**config.mk**
```make
export PLATFORM = sky130hd
export DESIGN_NAME = updown_mod_counter
export DESIGN_NICKNAME = d
export VERILOG_FILES = /design/src/rtl/counter_pkg.sv /design/src/rtl/updown_mod_counter.sv
export SDC_FILE = /design/constraint.sdc
export NUM_CORES = 1
export LEC_CHECK = 0
export BUFFER_PORTS_ARGS = -buffer_cell sky130_fd_sc_hd__buf_2
export CORE_ASPECT_RATIO = 0.6
export CORE_UTILIZATION = 30
export CTS_BUF_LIST = sky130_fd_sc_hd__clkbuf_2
export DETAILED_ROUTE_END_ITERATION = 8
export PLACE_DENSITY = 0.57
export RECOVER_POWER = 50
export SLEW_MARGIN = 20
export SYNTH_ARGS = -nofsm -noshare
export SYNTH_HDL_FRONTEND = slang
export SYNTH_SLANG_ARGS = --single-unit
```
**constraint.sdc**
```tcl
create_clock -name clk -period 2.75 [get_ports clk]
set_input_delay 0.275 -clock clk [delete_from_list [all_inputs] [get_ports clk]]
set_output_delay 0.275 -clock clk [all_outputs]
set_load 0.05 [all_outputs]
```
**src/rtl/counter_pkg.sv**
```systemverilog
// Shared constants and helpers for the modulus counter family.
package counter_pkg;

  localparam logic DIR_UP    = 1'b1;
  localparam logic DIR_DOWN  = 1'b0;
  localparam logic MODE_WRAP = 1'b0;
  localparam logic MODE_SAT  = 1'b1;

  // Limit a requested load value to the top of the counting range.
  function automatic logic [63:0] clamp_load(input logic [63:0] val,
                                             input logic [63:0] max_val);
    return (val > max_val) ? max_val : val;
  endfunction

endpackage

```
**src/rtl/updown_mod_counter.sv**
```systemverilog
// Up/down counter with programmable modulus, wrap or saturate at the range ends,
// parallel load, synchronous clear, terminal-count and wrap/overflow flags.
module updown_mod_counter
  import counter_pkg::*;
#(
  parameter int unsigned     WIDTH    = 8,
  parameter longint unsigned MODULUS  = 64'd1 << WIDTH,
  parameter logic            SATURATE = MODE_WRAP
) (
  input  logic             clk,
  input  logic             reset,
  input  logic             clr,
  input  logic             load,
  input  logic [WIDTH-1:0] load_val,
  input  logic             en,
  input  logic             up,
  output logic [WIDTH-1:0] count,
  output logic             tc,
  output logic             wrap,
  output logic             ovf
);

  localparam logic [63:0]      MaxVal64 = MODULUS - 64'd1;
  localparam logic [WIDTH-1:0] MaxVal   = WIDTH'(MaxVal64);

  if (WIDTH < 1 || WIDTH > 32) begin : g_bad_width
    $error("updown_mod_counter: WIDTH must be 1..32");
  end
  if (MODULUS < 2 || MODULUS > (64'd1 << WIDTH)) begin : g_bad_modulus
    $error("updown_mod_counter: MODULUS must be 2..2**WIDTH");
  end

  logic [WIDTH-1:0] count_q, count_d;
  logic             wrap_q, wrap_d;
  logic             ovf_q, ovf_d;
  logic             at_top, at_bottom;

  // Out-of-range values count as terminal in either direction.
  assign at_top    = (count_q >= MaxVal);
  assign at_bottom = (count_q == '0) || (count_q > MaxVal);

  always_comb begin
    count_d = count_q;
    wrap_d  = 1'b0;
    ovf_d   = ovf_q;
    if (clr) begin
      count_d = '0;
      ovf_d   = 1'b0;
    end else if (load) begin
      count_d = WIDTH'(clamp_load(64'(load_val), MaxVal64));
    end else if (en) begin
      if (up == DIR_UP) begin
        if (at_top) begin
          wrap_d = 1'b1;
          ovf_d  = 1'b1;
          if (SATURATE == MODE_WRAP) count_d = '0;
        end else begin
          count_d = count_q + WIDTH'(1);
        end
      end else begin
        if (at_bottom) begin
          wrap_d = 1'b1;
          ovf_d  = 1'b1;
          if (SATURATE == MODE_WRAP) count_d = MaxVal;
        end else begin
          count_d = count_q - WIDTH'(1);
        end
      end
    end
  end

  always_ff @(posedge clk or posedge reset) begin
    if (reset) begin
      count_q <= '0;
      wrap_q  <= 1'b0;
      ovf_q   <= 1'b0;
    end else begin
      count_q <= count_d;
      wrap_q  <= wrap_d;
      ovf_q   <= ovf_d;
    end
  end

  assign tc    = en & ((up & (count_q == MaxVal)) | (~up & (count_q == '0)));
  assign count = count_q;
  assign wrap  = wrap_q;
  assign ovf   = ovf_q;

endmodule

```
==> results.md, run 1 <==
* Final Hold Viols at 10
* Post-CTS Hold Buffers at 0
* DR DRC count at 0
* Worst IR Drop VDD at 233 uV
* CTS clk-pin slew, worst paths at approximately 110 ps
* I/O pin count at 25
* Row count at 15
* CP Max Fanout at 10
* Inserted Diodes at 0
* Final instance area at around 1100 sq um
* Fin crit share at 85.7%
* Setup CP Type: register to primary output
* Vias at 997
* Dpl hpwl at 2100 um
* Placeable Area at 2930 sq um
* Post-CTS Repair Setup Buffers at 0
* Seq/Total Area, Yosys at a little over a quarter
* Crit-path max cell delay at 500 ps
* Setup-failing EPs final at 0
* Worst path cell trace: inv_1 > ha_1 > nor3b_2 > nand2_1 > o21ai_0 > and2_1 > buf_2
* Final WS setup at 393 ps
* Synthesis Warnings at 0
* Max_cap viols at 0
* Commonest non-fill, non-tap cells in the layout: buf_2 (19), a21oi_1 (12), nor2_1 (11), dfrtp_1 (10), inv_1 (8)
* Final #Nets at 154
* CP max stage cell: dfrtp_1
* Max Fclk at 0.424 GHz
* Outcome: finished, violations left
* Critical path launch point type: register
* Placed Area at 1050 sq um
* CTS-repair resized insts at 0
* GRT Total Usage at 18.6%
* Final Max Slew Viols at 0
* Fin crit period at approximately 2400 ps
* Post-synthesis simple-gate area fraction at 28.7%
* TritonCTS Buffers at 3
* Fillers at 340
* Reg area at 250 sq um
* Max_slew headroom at 59.6%
* Post-synthesis xor/xnor area fraction at 3.72%
* Die X at ~74 um
* Post-synth EDFFs at 0
* Die area at 3380 sq um
* Post-layout util at between 30% and 40%
* Skew final at 9.72 ps
* Failing checks: negative hold slack
* Crit path capture type: primary output
* Placed Cells at about 170
* Die H at 45.4 um
* Port Buffers at 24
* Vias in the first global route at 842
* ANT nets after route at 0
* Synthesis-to-layout area growth at 12.7%
* Yosys cell types at 44
* Post-synthesis adder-cell area fraction at 3.98%
* Layout cells sized above 1 at 20.7%
* Avg Cell Area, Syn at slightly below 8 sq um
* CTS max path bufs at 2
* Worst skew pair latency at 270 ps
* CP Data Required Time at roughly 2500 ps
* Largest family of logic cells by synthesized area: simple AND/OR/NAND/NOR gates
* CTS tree: built
* Total Wirelength at 2860 um
* Vias per cell at 5.63
* Pwr dens at 415 nW/um^2
* Compound-gate portion of the synthesized area at 25.2%
* Starting density of the core at 32.2%
* WP data arrival at 2080 ps
* Mapped Cells at 120
* Unrepaired setup endpoints after global routing: no
* Min-delay worst type: input port to async pin
* Placer Congestion at 0.915
* DRT iter0 DRCs at between 100 and 150
* H-Tree Depth at 1
* WL per Instance at 16.2 um
* Top FF cell, synth: dfrtp_1
* Mux cell area share after synthesis at 2.12%
* CP delay by family, top: simple AND/OR/NAND/NOR gates
* Flops & latches, synth at 10
* Fin cells at 177
* CTS Sinks at 10
* P_leak at 0.469 nW
* Initial antenna violation count at 0
* Global-route wire length before repair at 4540 um
* Mapped Nets at roughly 140
* Leading cell type in the layout, fill and taps excluded: buf_2
* Reg2reg setup slack at around 740 ps
* Mapped cell area at 942 sq um
* Final hold slack at -19.2 ps
* DRT Pass-1 Iters at 4
* Pre-CTS WS at 761 ps
* Area of the multi-input gates at 601 sq um
* Root Driver: clkbuf_2
* Worst-Margin Slew at 609 ps
* Grt ovf at 0
* Fraction of registers with async set/reset at 100%
* Pin count of the biggest net entering global routing at 22
* Final setup TNS at 0 ps
* WP buf/inv at 2
-- worst paths after layout --
kind,endpoint,startpoint,cells after the start
setup / recovery,tc,count[0],7
hold / removal,count[1],reset,2
setup reg to reg,count[4],count[0],6
hold reg to reg,ovf,ovf,1
max in group asynchronous,count[4],reset,2
min in group clk,count[1],load_val[1],3
-- Yosys cell counts, drive strengths merged (2+ instances only) --
cell type / instances / area (sq um)
nor2: 11 / 41.3
nor3: 4 / 20.0
and3: 2 / 12.5
and2: 2 / 15.0
nand2: 7 / 26.3
nor4: 4 / 40.0
clkbuf: 6 / 22.5
nand3: 5 / 30.0
ha: 3 / 37.5
inv: 8 / 30.0
o31ai: 5 / 37.5
a21oi: 13 / 68.8
nor2b: 2 / 12.5
xor2: 3 / 26.3
o22ai: 3 / 18.8
o21ai: 4 / 20.0
buf: 6 / 38.8
mux2i: 2 / 20.0
nor3b: 4 / 35.0
dfrtp: 10 / 250
-- registers in the layout, indices dropped and copies added (netlist names) --
signal  flops
count       8
wrap        1
ovf         1
-- power by group --
group | internal, mW | switching [mW]
combinational | 0.0609 | 0.110
clock | 0.0297 | 0.0552
sequential | 0.156 | 0.0292
-- cells by family after synthesis --
kind of cell    Yosys count
xor+xnor                  4
mux                       2
fa+ha+maj                 3
compound gates           36
buf+inv                  20
simple gates             45
flops                    10
-- metrics by stage --
| stage | hold WS, ps | power (mW) |
|---|---|---|
| after floorplan | 115 | 0.316 |
| after global placement | 285 | 0.352 |
| after detailed placement | 300 | 0.356 |
| after CTS | 7.24 | 0.440 |
| after global routing | 11.3 | 0.465 |
| final | -19.2 | 0.441 |
-- layout make-up --
cell class,count,area share [%]
flip-flops and latches,10,23.6
well taps,42,4.95
inverters,8,2.83
multi-input cells,90,56.5
repair buffers,24,10.7
clock buffers,3,1.41
-- metal layers --
metal / global-route usage [%] / part of all wire, %
met5: 0 / 0
met1: 29.3 / 50
met2: 24.5 / 40
met3: 5.75 / 9.6
met4: 2.64 / 0
(Power assumes the default switching activity.)
==> run 2: changes to the inputs <==
--- a/config.mk
+++ b/config.mk
@@ -7,6 +7,7 @@
 export LEC_CHECK = 0
 export BUFFER_PORTS_ARGS = -buffer_cell sky130_fd_sc_hd__buf_2
 export CORE_ASPECT_RATIO = 0.6
+export CORE_MARGIN = 2
 export CORE_UTILIZATION = 30
 export CTS_BUF_LIST = sky130_fd_sc_hd__clkbuf_2
 export DETAILED_ROUTE_END_ITERATION = 8
==> run 2 against run 1 <==
The run now ends clean. Sequential cell count unchanged. Sequential power about the same. Via count down 3.0%. Combinational power about the same. Global-route usage down 3.0 points. Power up 1.4%. Clock skew up 11 ps. Worst hold slack better by 230 ps. Non-clock buffer count up 1. Critical endpoint unchanged.
==> results.md, run 2 (synthesis gave the netlist of run 1 again) <==
* Vias in the first global route at 826 (-1.9%)
* Switching share of power at 44.3% (+0.26 points)
* Setup CP Type: register to primary output
* Final setup TNS at 0 ps (unchanged)
* Vias per cell at 5.40 (-4.1%)
* Critical path launch point type: register
* Placed Cells at 174 (unchanged)
* Total Wirelength at 2720 um (-5.1%)
* Outcome: finished, final reports clean
* Port Buffers at 24 (unchanged)
* Row count at 15 (unchanged)
* Layout cells sized above 1 at 20.4% (-0.30 points)
* Max_cap viols at 0 (unchanged)
* Max FFs per register at 8 (unchanged)
* Flop pwr share at 41.5% (-0.5 points)
* Pwr dens at 415 nW/um^2 (+0.11%)
* Worst IR Drop VDD at 136 uV (-42%)
* Met2 wire length at 1080 um (-6.8%)
* Root Driver: clkbuf_2
* CTS max path bufs at 2 (unchanged)
* Die area at 3620 sq um (+7.2%)
* WP data arrival at 2120 ps (+40 ps)
* Clk pwr share at 21.0% (+1.7 points)
* Commonest non-fill, non-tap cells in the layout: buf_2 (19), a21oi_1 (12), nor2_1 (11), dfrtp_1 (10), inv_1 (8)
* CP Data Required Time at 2480 ps (about the same)
* Max Fclk at 0.417 GHz (-1.7%)
* Final WS setup at 353 ps (-40.0 ps)
* Skew final at 20.9 ps (+11.2 ps)
* Leading cell type in the layout, fill and taps excluded: buf_2
* Fin crit period at 2400 ps (+40.0 ps)
* Starting density of the core at 32.2% (unchanged)
* Final #Nets at 155 (+0.65%)
* Max_slew headroom at 59.9% (+0.35 points)
* DRT iter0 DRCs at 53 (-62%)
* Dpl hpwl at 1980 um (-5.7%)
* Worst R2R Start: count[0]
* ANT nets after route at 0 (unchanged)
* Pre-CTS WS at 704 ps (-56.7 ps)
* Fin cells at 179 (+1.1%)
* Routed met1 length at 1420 um (-0.49%)
* Post-layout util at 36.8% (+0.47 points)
* Worst skew pair latency at 290 ps (+20 ps)
* DRT Pass-1 Iters at 4 (unchanged)
* Synthesis-to-layout area growth at 14.2%
* Crit-path max cell delay at 500 ps (about the same)
* Inserted Diodes at 0 (unchanged)
* Initial antenna violation count at 0 (unchanged)
* Setup-failing EPs final at 0 (unchanged)
* H-Tree Depth at 1 (unchanged)
* Gate power share at 37.5% (-1.2 points)
* Psw at 0.198 mW (+2.0%)
* Critical Path Source: count[0]
* CP max stage cell: dfrtp_1
* Worst-Margin Slew at 604 ps (-5.24 ps)
* CTS clk-pin slew, worst paths at 130 ps (+20 ps)
* Hold Crit Start: load_val[2]
* Global-route wire length before repair at 4330 um (-4.7%)
* WP buf/inv at 2 (unchanged)
* GRT Total Usage at 15.5% (-3.0 points)
* CTS-repair resized insts at 0 (unchanged)
* Placer Congestion at 0.918 (+0.35%)
* Vias at 967 (-3.0%)
* Wire length on met3 at 201 um (-27%)
* Grt ovf at 0 (unchanged)
* Min-delay worst type: input port to register
* Post-CTS Hold Buffers at 1 (+1)
* Pin count of the biggest net entering global routing at 22 (unchanged)
* Reg2Reg Depth at 6 (unchanged)
* CTS tree: built
* Pint at 0.249 mW (+0.93%)
* Fin crit share at 87.2% (+1.5 points)
* Uppermost routed layer: met4
* Hold path cells at 3
* CP Max Fanout at 10 (unchanged)
* CP delay by family, top: simple AND/OR/NAND/NOR gates
* Worst path cell trace: inv_1 > ha_1 > nor3b_2 > nand2_1 > o21ai_0 > and2_1 > buf_2
* Die X at 76.3 um (+2.7%)
* WL per Instance at 15.2 um (-6.1%)
* Final Max Slew Viols at 0 (unchanged)
* Placeable Area at 2930 sq um (unchanged)
* I/O pin count at 25 (unchanged)
* TritonCTS Buffers at 3 (unchanged)
* Unrepaired setup endpoints after global routing: no
* P_leak at 0.475 nW (+1.2%)
* Final Hold Viols at 0 (-10)
* CTS Sinks at 10 (unchanged)
* WP depth at 7 (unchanged)
* Crit path capture type: primary output
* Die H at 47.4 um (+4.4%)
* DR DRC count at 0 (unchanged)
* Post-CTS Repair Setup Buffers at 0 (unchanged)
[run 2: cell count changes in the layout (fill, tap and decap cells not counted), sizes merged]
cell,change
dlygate4sd3,+1
clkinv,+1
[run 2: routing by layer]
layer	global-route usage, %	up-vias
met5	0	-
met4	2.18	0
met3	4.15	3
met2	22.7	36
met1	23.5	455
li1	-	473
[run 2: final cells by class]
class                   instances  area, sq um
clock buffers                   3         15.0
inverters                       8         30.0
repair buffers                 25          124
clock inverters                 1         3.75
well taps                      42         52.6
flip-flops and latches         10          250
multi-input cells              90          601
fillers                       336         1850
[run 2: final timing paths]
path | end | slack [ps]
max in group asynchronous | count[0] | 1900
min in group asynchronous | wrap | 510
max | tc | 350
min | count[2] | 210
min reg2reg | ovf | 540
max reg2reg | count[4] | 800
[run 2: worst register-to-register path, cell delays in order (launching register included)]
cell and delay (ps):
dfrtp_1 530, inv_1 150, ha_1 290, nor3b_1 170, xor2_1 150, o311ai_0 410, a221oi_1 140
[run 2: power by group through the flow]
stage,logic [mW],registers [mW],clock network [mW]
floorplan,0.114,0.202,0
global placement,0.166,0.185,0
detailed placement,0.167,0.187,0
CTS,0.169,0.184,0.0953
global route,0.184,0.187,0.104
finish,0.168,0.185,0.0939
[run 2: stage by stage]
stage	area, sq um	power (mW)	hold WS [ps]
floorplan	942	0.316	115
global placement	1050	0.352	284
detailed placement	1050	0.354	310
CTS	1080	0.449	213
global route	1080	0.476	222
finish	1080	0.447	209
